--- src/rtl/flappy_pkg.sv ---
// ---------------------------------------------------------------------------
// flappy_pkg
// Shared definitions for the pipe scroller and the pattern generator:
//   - scrollState_t : play state of the scroller {IDLE, RUN, HALT, DONE}
//   - SCREEN_W, SPACING, BIRD_X : default course geometry (pixels)
//   - END_GAP       : gap value that marks the final (sentinel) pipe
//   - wrapValue()   : position a pipe jumps to after it has sat at x=0
// ---------------------------------------------------------------------------
package flappy_pkg;

    typedef enum logic [1:0] {
        IDLE = 2'd0,
        RUN  = 2'd1,
        HALT = 2'd2,
        DONE = 2'd3
    } scrollState_t;

    localparam int unsigned SCREEN_W = 640;
    localparam int unsigned SPACING  = 320;
    localparam int unsigned BIRD_X   = 160;
    localparam int unsigned END_GAP  = 395;

    // Two pipes share one 2*SPACING period, so a pipe leaving x=0 re-enters
    // one spacing behind its partner.
    function automatic logic [15:0] wrapValue(input int unsigned spacing);
        return 16'((2 * spacing) - 1);
    endfunction

endpackage

--- src/rtl/pipe_lane.sv ---
// ---------------------------------------------------------------------------
// pipe_lane
// One scrolling pipe column: position counter with wrap, and the gap latch.
// Ports:
//   clk       in  1  : system clock
//   Reset     in  1  : asynchronous active-low reset
//   advance   in  1  : move one pixel left this cycle (already qualified by
//                      the top-level play state)
//   startLoad in  1  : latch nextGap at game start
//   nextGap   in  16 : gap height offered by the pattern generator
//   pos       out 16 : current x of this pipe
//   gap       out 16 : latched gap height of this pipe
//   hitBird   out 1  : strobe, this advance moves the pipe past the bird
// ---------------------------------------------------------------------------
module pipe_lane #(
    parameter logic [15:0] INIT_POS = 16'(flappy_pkg::SCREEN_W),
    parameter logic [15:0] WRAP_POS = flappy_pkg::wrapValue(flappy_pkg::SPACING),
    parameter logic [15:0] BIRD_POS = 16'(flappy_pkg::BIRD_X)
) (
    input  logic        clk,
    input  logic        Reset,
    input  logic        advance,
    input  logic        startLoad,
    input  logic [15:0] nextGap,
    output logic [15:0] pos,
    output logic [15:0] gap,
    output logic        hitBird
);

    // Position counter. The pipe is deliberately left at 0 for a whole step
    // period before wrapping, so the pattern generator can see pos == 0 and
    // present the next gap before it is latched on the wrapping step.
    always_ff @(posedge clk or negedge Reset) begin
        if (!Reset) begin
            pos <= INIT_POS;
        end else if (advance) begin
            if (pos == 16'd0) begin
                pos <= WRAP_POS;
            end else begin
                pos <= pos - 16'd1;
            end
        end
    end

    // Gap latch: loaded once at start, then on every wrap with whatever the
    // generator is offering in that same cycle.
    always_ff @(posedge clk or negedge Reset) begin
        if (!Reset) begin
            gap <= 16'd0;
        end else if (startLoad || (advance && (pos == 16'd0))) begin
            gap <= nextGap;
        end
    end

    // The pipe scores on the step that moves it off the bird's column.
    assign hitBird = advance && (pos == BIRD_POS);

endmodule

--- src/rtl/pipe_scroller.sv ---
// ---------------------------------------------------------------------------
// pipe_scroller
// Consumer of the pipe-height pattern: scrolls two pipes, latches their gaps,
// counts score and detects the end-of-course sentinel pipe.
// Ports:
//   clk            in  1  : system clock
//   Reset          in  1  : asynchronous active-low reset
//   Step           in  1  : one-cycle scroll strobe
//   Button         in  1  : active-low start
//   Collide        in  1  : level, freezes play
//   Pattern1/2     in  16 : next gap height for pipe 1 / pipe 2
//   PipesPosition1/2 out 16 : x of pipe 1 / pipe 2
//   Gap1/2         out 16 : latched gap of pipe 1 / pipe 2
//   Score          out 8  : saturating count of pipes passed
//   ScoreTick      out 1  : one-cycle pulse per scoring step
//   Finished       out 1  : sticky, sentinel pipe has passed the bird
// ---------------------------------------------------------------------------
module pipe_scroller
    import flappy_pkg::*;
#(
    parameter int unsigned SCREEN_W = flappy_pkg::SCREEN_W,
    parameter int unsigned SPACING  = flappy_pkg::SPACING,
    parameter int unsigned BIRD_X   = flappy_pkg::BIRD_X,
    parameter int unsigned END_GAP  = flappy_pkg::END_GAP
) (
    input  logic        clk,
    input  logic        Reset,
    input  logic        Step,
    input  logic        Button,
    input  logic        Collide,
    input  logic [15:0] Pattern1,
    input  logic [15:0] Pattern2,
    output logic [15:0] PipesPosition1,
    output logic [15:0] PipesPosition2,
    output logic [15:0] Gap1,
    output logic [15:0] Gap2,
    output logic [7:0]  Score,
    output logic        ScoreTick,
    output logic        Finished
);

    localparam logic [15:0] END_GAP_V = 16'(END_GAP);

    scrollState_t state;
    scrollState_t nextState;

    logic       advance;
    logic       startLoad;
    logic       hit1;
    logic       hit2;
    logic       sentinel1;
    logic       sentinel2;
    logic       sentinelHit;
    logic [1:0] scoreHits;
    logic [8:0] scoreSum;

    pipe_lane #(
        .INIT_POS (16'(SCREEN_W)),
        .WRAP_POS (wrapValue(SPACING)),
        .BIRD_POS (16'(BIRD_X))
    ) u_lane1 (
        .clk       (clk),
        .Reset     (Reset),
        .advance   (advance),
        .startLoad (startLoad),
        .nextGap   (Pattern1),
        .pos       (PipesPosition1),
        .gap       (Gap1),
        .hitBird   (hit1)
    );

    pipe_lane #(
        .INIT_POS (16'(SCREEN_W + SPACING)),
        .WRAP_POS (wrapValue(SPACING)),
        .BIRD_POS (16'(BIRD_X))
    ) u_lane2 (
        .clk       (clk),
        .Reset     (Reset),
        .advance   (advance),
        .startLoad (startLoad),
        .nextGap   (Pattern2),
        .pos       (PipesPosition2),
        .gap       (Gap2),
        .hitBird   (hit2)
    );

    // A pipe passing the bird with the sentinel gap ends the course instead
    // of scoring; any other passing pipe adds one to the score.
    assign sentinel1   = hit1 && (Gap1 == END_GAP_V);
    assign sentinel2   = hit2 && (Gap2 == END_GAP_V);
    assign sentinelHit = sentinel1 || sentinel2;
    assign scoreHits   = {1'b0, hit1 && !sentinel1} + {1'b0, hit2 && !sentinel2};
    assign scoreSum    = {1'b0, Score} + {7'd0, scoreHits};

    // State register.
    always_ff @(posedge clk or negedge Reset) begin
        if (!Reset) begin
            state <= IDLE;
        end else begin
            state <= nextState;
        end
    end

    // Next-state logic. Collide is checked before the step so a collision
    // in the same cycle as a step wins. HALT and DONE only leave on reset.
    always_comb begin
        nextState = state;
        case (state)
            IDLE: begin
                if (!Button) begin
                    nextState = RUN;
                end
            end
            RUN: begin
                if (Collide) begin
                    nextState = HALT;
                end else if (Step && sentinelHit) begin
                    nextState = DONE;
                end
            end
            HALT:    nextState = HALT;
            DONE:    nextState = DONE;
            default: nextState = IDLE;
        endcase
    end

    // Output decode: qualify the raw strobes by play state for the lanes.
    always_comb begin
        advance   = 1'b0;
        startLoad = 1'b0;
        case (state)
            IDLE:    startLoad = !Button;
            RUN:     advance   = Step && !Collide;
            default: begin
                advance   = 1'b0;
                startLoad = 1'b0;
            end
        endcase
    end

    // Score saturator and tick. The tick fires for every scoring step, even
    // once the count has saturated at 255.
    always_ff @(posedge clk or negedge Reset) begin
        if (!Reset) begin
            Score     <= 8'd0;
            ScoreTick <= 1'b0;
        end else begin
            ScoreTick <= 1'b0;
            if (advance && !sentinelHit && (scoreHits != 2'd0)) begin
                Score     <= scoreSum[8] ? 8'hFF : scoreSum[7:0];
                ScoreTick <= 1'b1;
            end
        end
    end

    // Sticky end-of-course flag, set on the same edge the FSM enters DONE.
    always_ff @(posedge clk or negedge Reset) begin
        if (!Reset) begin
            Finished <= 1'b0;
        end else if (advance && sentinelHit) begin
            Finished <= 1'b1;
        end
    end

endmodule

--- config.mk ---
export PLATFORM = sky130hd
export DESIGN_NAME = pipe_scroller
export DESIGN_NICKNAME = d
export VERILOG_FILES = /design/src/rtl/flappy_pkg.sv /design/src/rtl/pipe_lane.sv /design/src/rtl/pipe_scroller.sv
export SDC_FILE = /design/constraint.sdc
export NUM_CORES = 1
export LEC_CHECK = 0
export ABC_AREA = 1
export BUFFER_PORTS_ARGS = -buffer_cell sky130_fd_sc_hd__buf_2
export CAP_MARGIN = 40
export CORE_MARGIN = 3
export CORE_UTILIZATION = 37
export CTS_CLUSTER_DIAMETER = 30
export CTS_CLUSTER_SIZE = 16
export DETAILED_ROUTE_END_ITERATION = 7
export GPL_ROUTABILITY_DRIVEN = 0
export PLACE_DENSITY = 0.65
export SLEW_MARGIN = 10
export SYNTH_ARGS = -nofsm -noshare
export SYNTH_HDL_FRONTEND = slang
export SYNTH_HIERARCHICAL = 1
export SYNTH_SLANG_ARGS = --single-unit
export TNS_END_PERCENT = 1
--- constraint.sdc ---
create_clock -name clk -period 3.1 [get_ports clk]
set_clock_uncertainty 0.1 [all_clocks]
set_input_delay 0.31 -clock clk [delete_from_list [all_inputs] [get_ports clk]]
set_output_delay 0.31 -clock clk [all_outputs]
set_load 0.01 [all_outputs]
==> flow_metrics.py <==
metrics = {
    "pwr": {
        "power.share.clock": 0.275,
        "internal-power_mw": 1.637,
        "power_mw": 2.347,
        "seqPwrFrac": 0.523,
        "p_sw_frac": 0.3026,
        "combPwrFrac": 0.202,
        "power_switching_mw": 0.7101,
        "ir_drop_v": 0.0002609,
        "leakagePower_nw": 2.820,
        "p_per_area_nw_per_um2": 462.9,
    },
    "cts": {
        "cts.clk_slew.worst_paths_ps": 80,
        "cts.sinks": 76,
        "clk_latency_ps": 350,
        "cts_tree": "yes",
        "numCtsBuffers": 9,
        "clockBufferDepth": 2,
        "htreeDepth": 3,
        "clockRootBuffer": "clkbuf_8",
    },
    "worst_setup_path": {
        "crit_family": "simple AND/OR/NAND/NOR gates",
        "ff2ff_setup_slack_ps": 140,
        "end_kind": "flop",
        "arrival_ps": 3100,
        "cp.buffers_inverters": 6,
        "critPathSlowestCell": "dfrtp_1",
        "critical_path_class": "flop to flop",
        "cp-start-kind": "flop",
        "crit_path_max_incr_delay_ps": 390,
        "setup.worst_path.start": "state[1]",
        "worstRegToRegCells": 21,
        "crit_fanout": 4,
        "endpoint": "Score[7]",
        "crit_chain": "inv_2, nand2_1, nor2_2, nand2_2, clkinvlp_4, nand2_4, nor2_4, inv_1, nor4_4, nand2_1, inv_1, ha_4, ha_4, fa_2, inv_2, nor2_2, nand4_1, buf_4, nand3_1, nand2_1, nand2_1",
        "required_ps": 3240,
        "r2r-end": "Score[7]",
        "worst-path-stages": 21,
        "rr_startpoint": "state[1]",
        "crit_top_cell": "nand2_1",
    },
    "min_path": {
        "worstHoldPathType": "input port to flop",
    },
    "global_route": {
        "grtUsageMet3": 0.03766,
        "grt_overflow": 0,
        "track_usage": 0.1657,
        "use_met1": 0.2189,
        "busiest_layer": "met2",
        "grt_pass1_wl_mm": 16.93,
        "grt_max_degree": 59,
        "use_met2": 0.2662,
        "antenna_found_initial": 0,
        "first_global_vias": 3562,
    },
    "synth": {
        "synth_area_um2": 4068,
        "synth_nets": 555,
        "synthCells": 511,
        "seq_area_frac_synth": 0.4694,
        "ys_ff_latch": 76,
        "ys_warn_count": 6,
        "synth_cell_type_count": 32,
        "avgSynthCellArea_um2": 7.960,
    },
    "place": {
        "dp_hpwl_mm": 7.250,
        "port_buffers": 110,
    },
    "layout": {
        "drive_above_1_share": 0.3292,
        "syn_to_final_growth_pct": 24.64,
        "layout_commonest_cell": "nand2_1",
        "n_antenna_cell": 0,
        "layout_common_cells": "nand2_1 (136), buf_2 (109), dfrtp_1 (70)",
        "nets": 682,
    },
    "route": {
        "drtAntennaViolNets": 0,
        "wl_mm": 9.833,
        "first_pass_iters": 4,
        "num_vias": 3676,
        "first_iter_violations": 201,
        "drc": 0,
        "viasPerCell": 4.731,
        "wire_per_inst_um": 12.66,
    },
    "sta": {
        "rsz0062_at_grt": "true",
        "relSlewSlack": 0.5922,
        "hold_viol": 0,
        "layout_min_cycle_time_ps": 2961,
        "holdWs_ps": 52.82,
        "final_max_slew_viol_count": 0,
        "worstMarginPinSlew_ps": 607.9,
        "max_freq_ghz": 0.3377,
        "setup_viol": 0,
        "period_share": 0.9553,
        "tns_ps": 0,
    },
    "run_status": {
        "status": "complete, no violations",
    },
    "floorplan": {
        "ios": 111,
        "num_rows": 37,
        "die_h_um": 110.9,
        "start_util": 0.3871,
        "die_x_um": 110.9,
        "die_area_um2": 12290,
        "core-area_um2": 10510,
    },
    "flow_run": {
        "maxCapViolCount": 0,
    },
}
==> what timing repair did <==
action                                  CTS  global route
setup buffers                             0             5
endpoints found under the setup margin    0             8
hold buffers                              1             0
resized for setup                         0            13
endpoints found under the hold margin    18             0
==> metal layers <==
metal | wire length, µm | vias to the layer above
li1 | - | 1855
met1 | 4475 | 1699
met2 | 4729 | 111
met3 | 507 | 11
met4 | 121 | 0
met5 | 0 | -
==> cell type report <==
cell class | count | area (µm²)
Sequential cell | 76 | 1909
Tap cell | 136 | 170.2
Timing Repair Buffer | 125 | 688.2
Fill cell | 1022 | 5439
Clock buffer | 14 | 152.6
Multi-Input combinational cell | 363 | 1906
Inverter | 63 | 244.0
==> power groups by stage <==
| stage | clock, mW | combinational (mW) | sequential [mW] |
|---|---|---|---|
| after global routing | 0.715 | 0.535 | 1.25 |
| after CTS | 0.668 | 0.478 | 1.23 |
| after floorplan | 0 | 0.183 | 1.29 |
| final | 0.646 | 0.473 | 1.23 |
| after global placement | 0 | 0.458 | 1.24 |
| after detailed placement | 0 | 0.475 | 1.24 |
==> kinds of logic after synthesis <==
logic type / after synthesis / share of synthesized area
AO/OA/AOI/OAI: 27 / 0.04029
XOR/XNOR: 9 / 0.01938
adder cells (fa/ha/maj): 7 / 0.02338
buffers and inverters: 72 / 0.08121
flip-flops: 76 / 0.4694
AND/OR/NAND/NOR: 320 / 0.3663
==> metrics by stage <==
step / instances / setup slack [ps] / util / instance area [µm²]
after floorplan: 511 / 25.47 / - / 4088
after global placement: 756 / 115.2 / 0.4548 / 4780
after detailed placement: 757 / 41.92 / 0.4574 / 4807
after CTS: 772 / 4.978 / 0.4729 / 4970
after global routing: 777 / -72.55 / 0.4824 / 5070
final: 777 / 138.6 / 0.4824 / 5070
==> cells in the mapped netlist <==
| master | number | area, µm² |
|---|---|---|
| nand2_1 | 137 | 514.2 |
| xnor2_1 | 2 | 17.52 |
| nor3_1 | 1 | 5.000 |
| or2_1 | 1 | 6.260 |
| nand3_2 | 1 | 10.01 |
| nand2_2 | 27 | 168.9 |
| nor2_4 | 4 | 45.04 |
| nor2_1 | 57 | 214.0 |
| a21oi_1 | 5 | 25.02 |
| nor2_2 | 9 | 56.30 |
| nand4_1 | 8 | 50.05 |
| dfrtp_1 | 70 | 1752 |
| o21bai_1 | 3 | 22.52 |
| a21o_1 | 1 | 7.510 |
| xor2_1 | 7 | 61.31 |
| ha_1 | 6 | 75.07 |
| o21ai_0 | 13 | 65.06 |
| nand2_8 | 2 | 40.04 |
| fa_1 | 1 | 20.02 |
| buf_2 | 2 | 10.01 |
| inv_2 | 6 | 22.52 |
| dfstp_2 | 6 | 157.7 |
| o21ai_2 | 5 | 43.79 |
| nand3_1 | 69 | 345.3 |
| clkinv_1 | 3 | 11.26 |
| clkinv_2 | 2 | 10.01 |
| nor4_1 | 2 | 12.51 |
| clkbuf_1 | 2 | 7.510 |
| nand2_4 | 2 | 22.52 |
| buf_12 | 2 | 40.04 |
| buf_6 | 3 | 33.78 |
| inv_1 | 52 | 195.2 |
==> registers in the layout, summed over array words and instances, names as in the netlist <==
signal	cells
Finished	1
u_lane1/pos	16
ScoreTick	1
Score	8
u_lane2/pos	16
u_lane1/gap	16
u_lane2/gap	16
state	2
==> worst reg2reg max path: stages, from the launching register on <==
cell and delay [ps]:
dfrtp_1 390, inv_2 60, nand2_1 50, nor2_2 140
nand2_2 90, clkinvlp_4 140, nand2_4 80, nor2_4 110
inv_1 70, nor4_4 160, nand2_1 110, inv_1 110
ha_4 210, ha_4 160, fa_2 340, inv_2 60
nor2_2 40, nand4_1 110, buf_4 140, nand3_1 80
nand2_1 70, nand2_1 40
==> worst min path at each step <==
stage | start | to | slack (ps) | depth (start not counted)
after global placement | Finished | Finished | 370 | 1
after floorplan | Reset | Finished | -90 | 0
after global routing | Pattern1[13] | u_lane1/gap[13] | 40 | 3
after CTS | Pattern1[15] | u_lane1/gap[15] | 40 | 3
after detailed placement | Reset | u_lane2/pos[15] | 110 | 1
final | Pattern2[4] | u_lane2/gap[4] | 50 | 3
(Power assumes the default switching activity.)
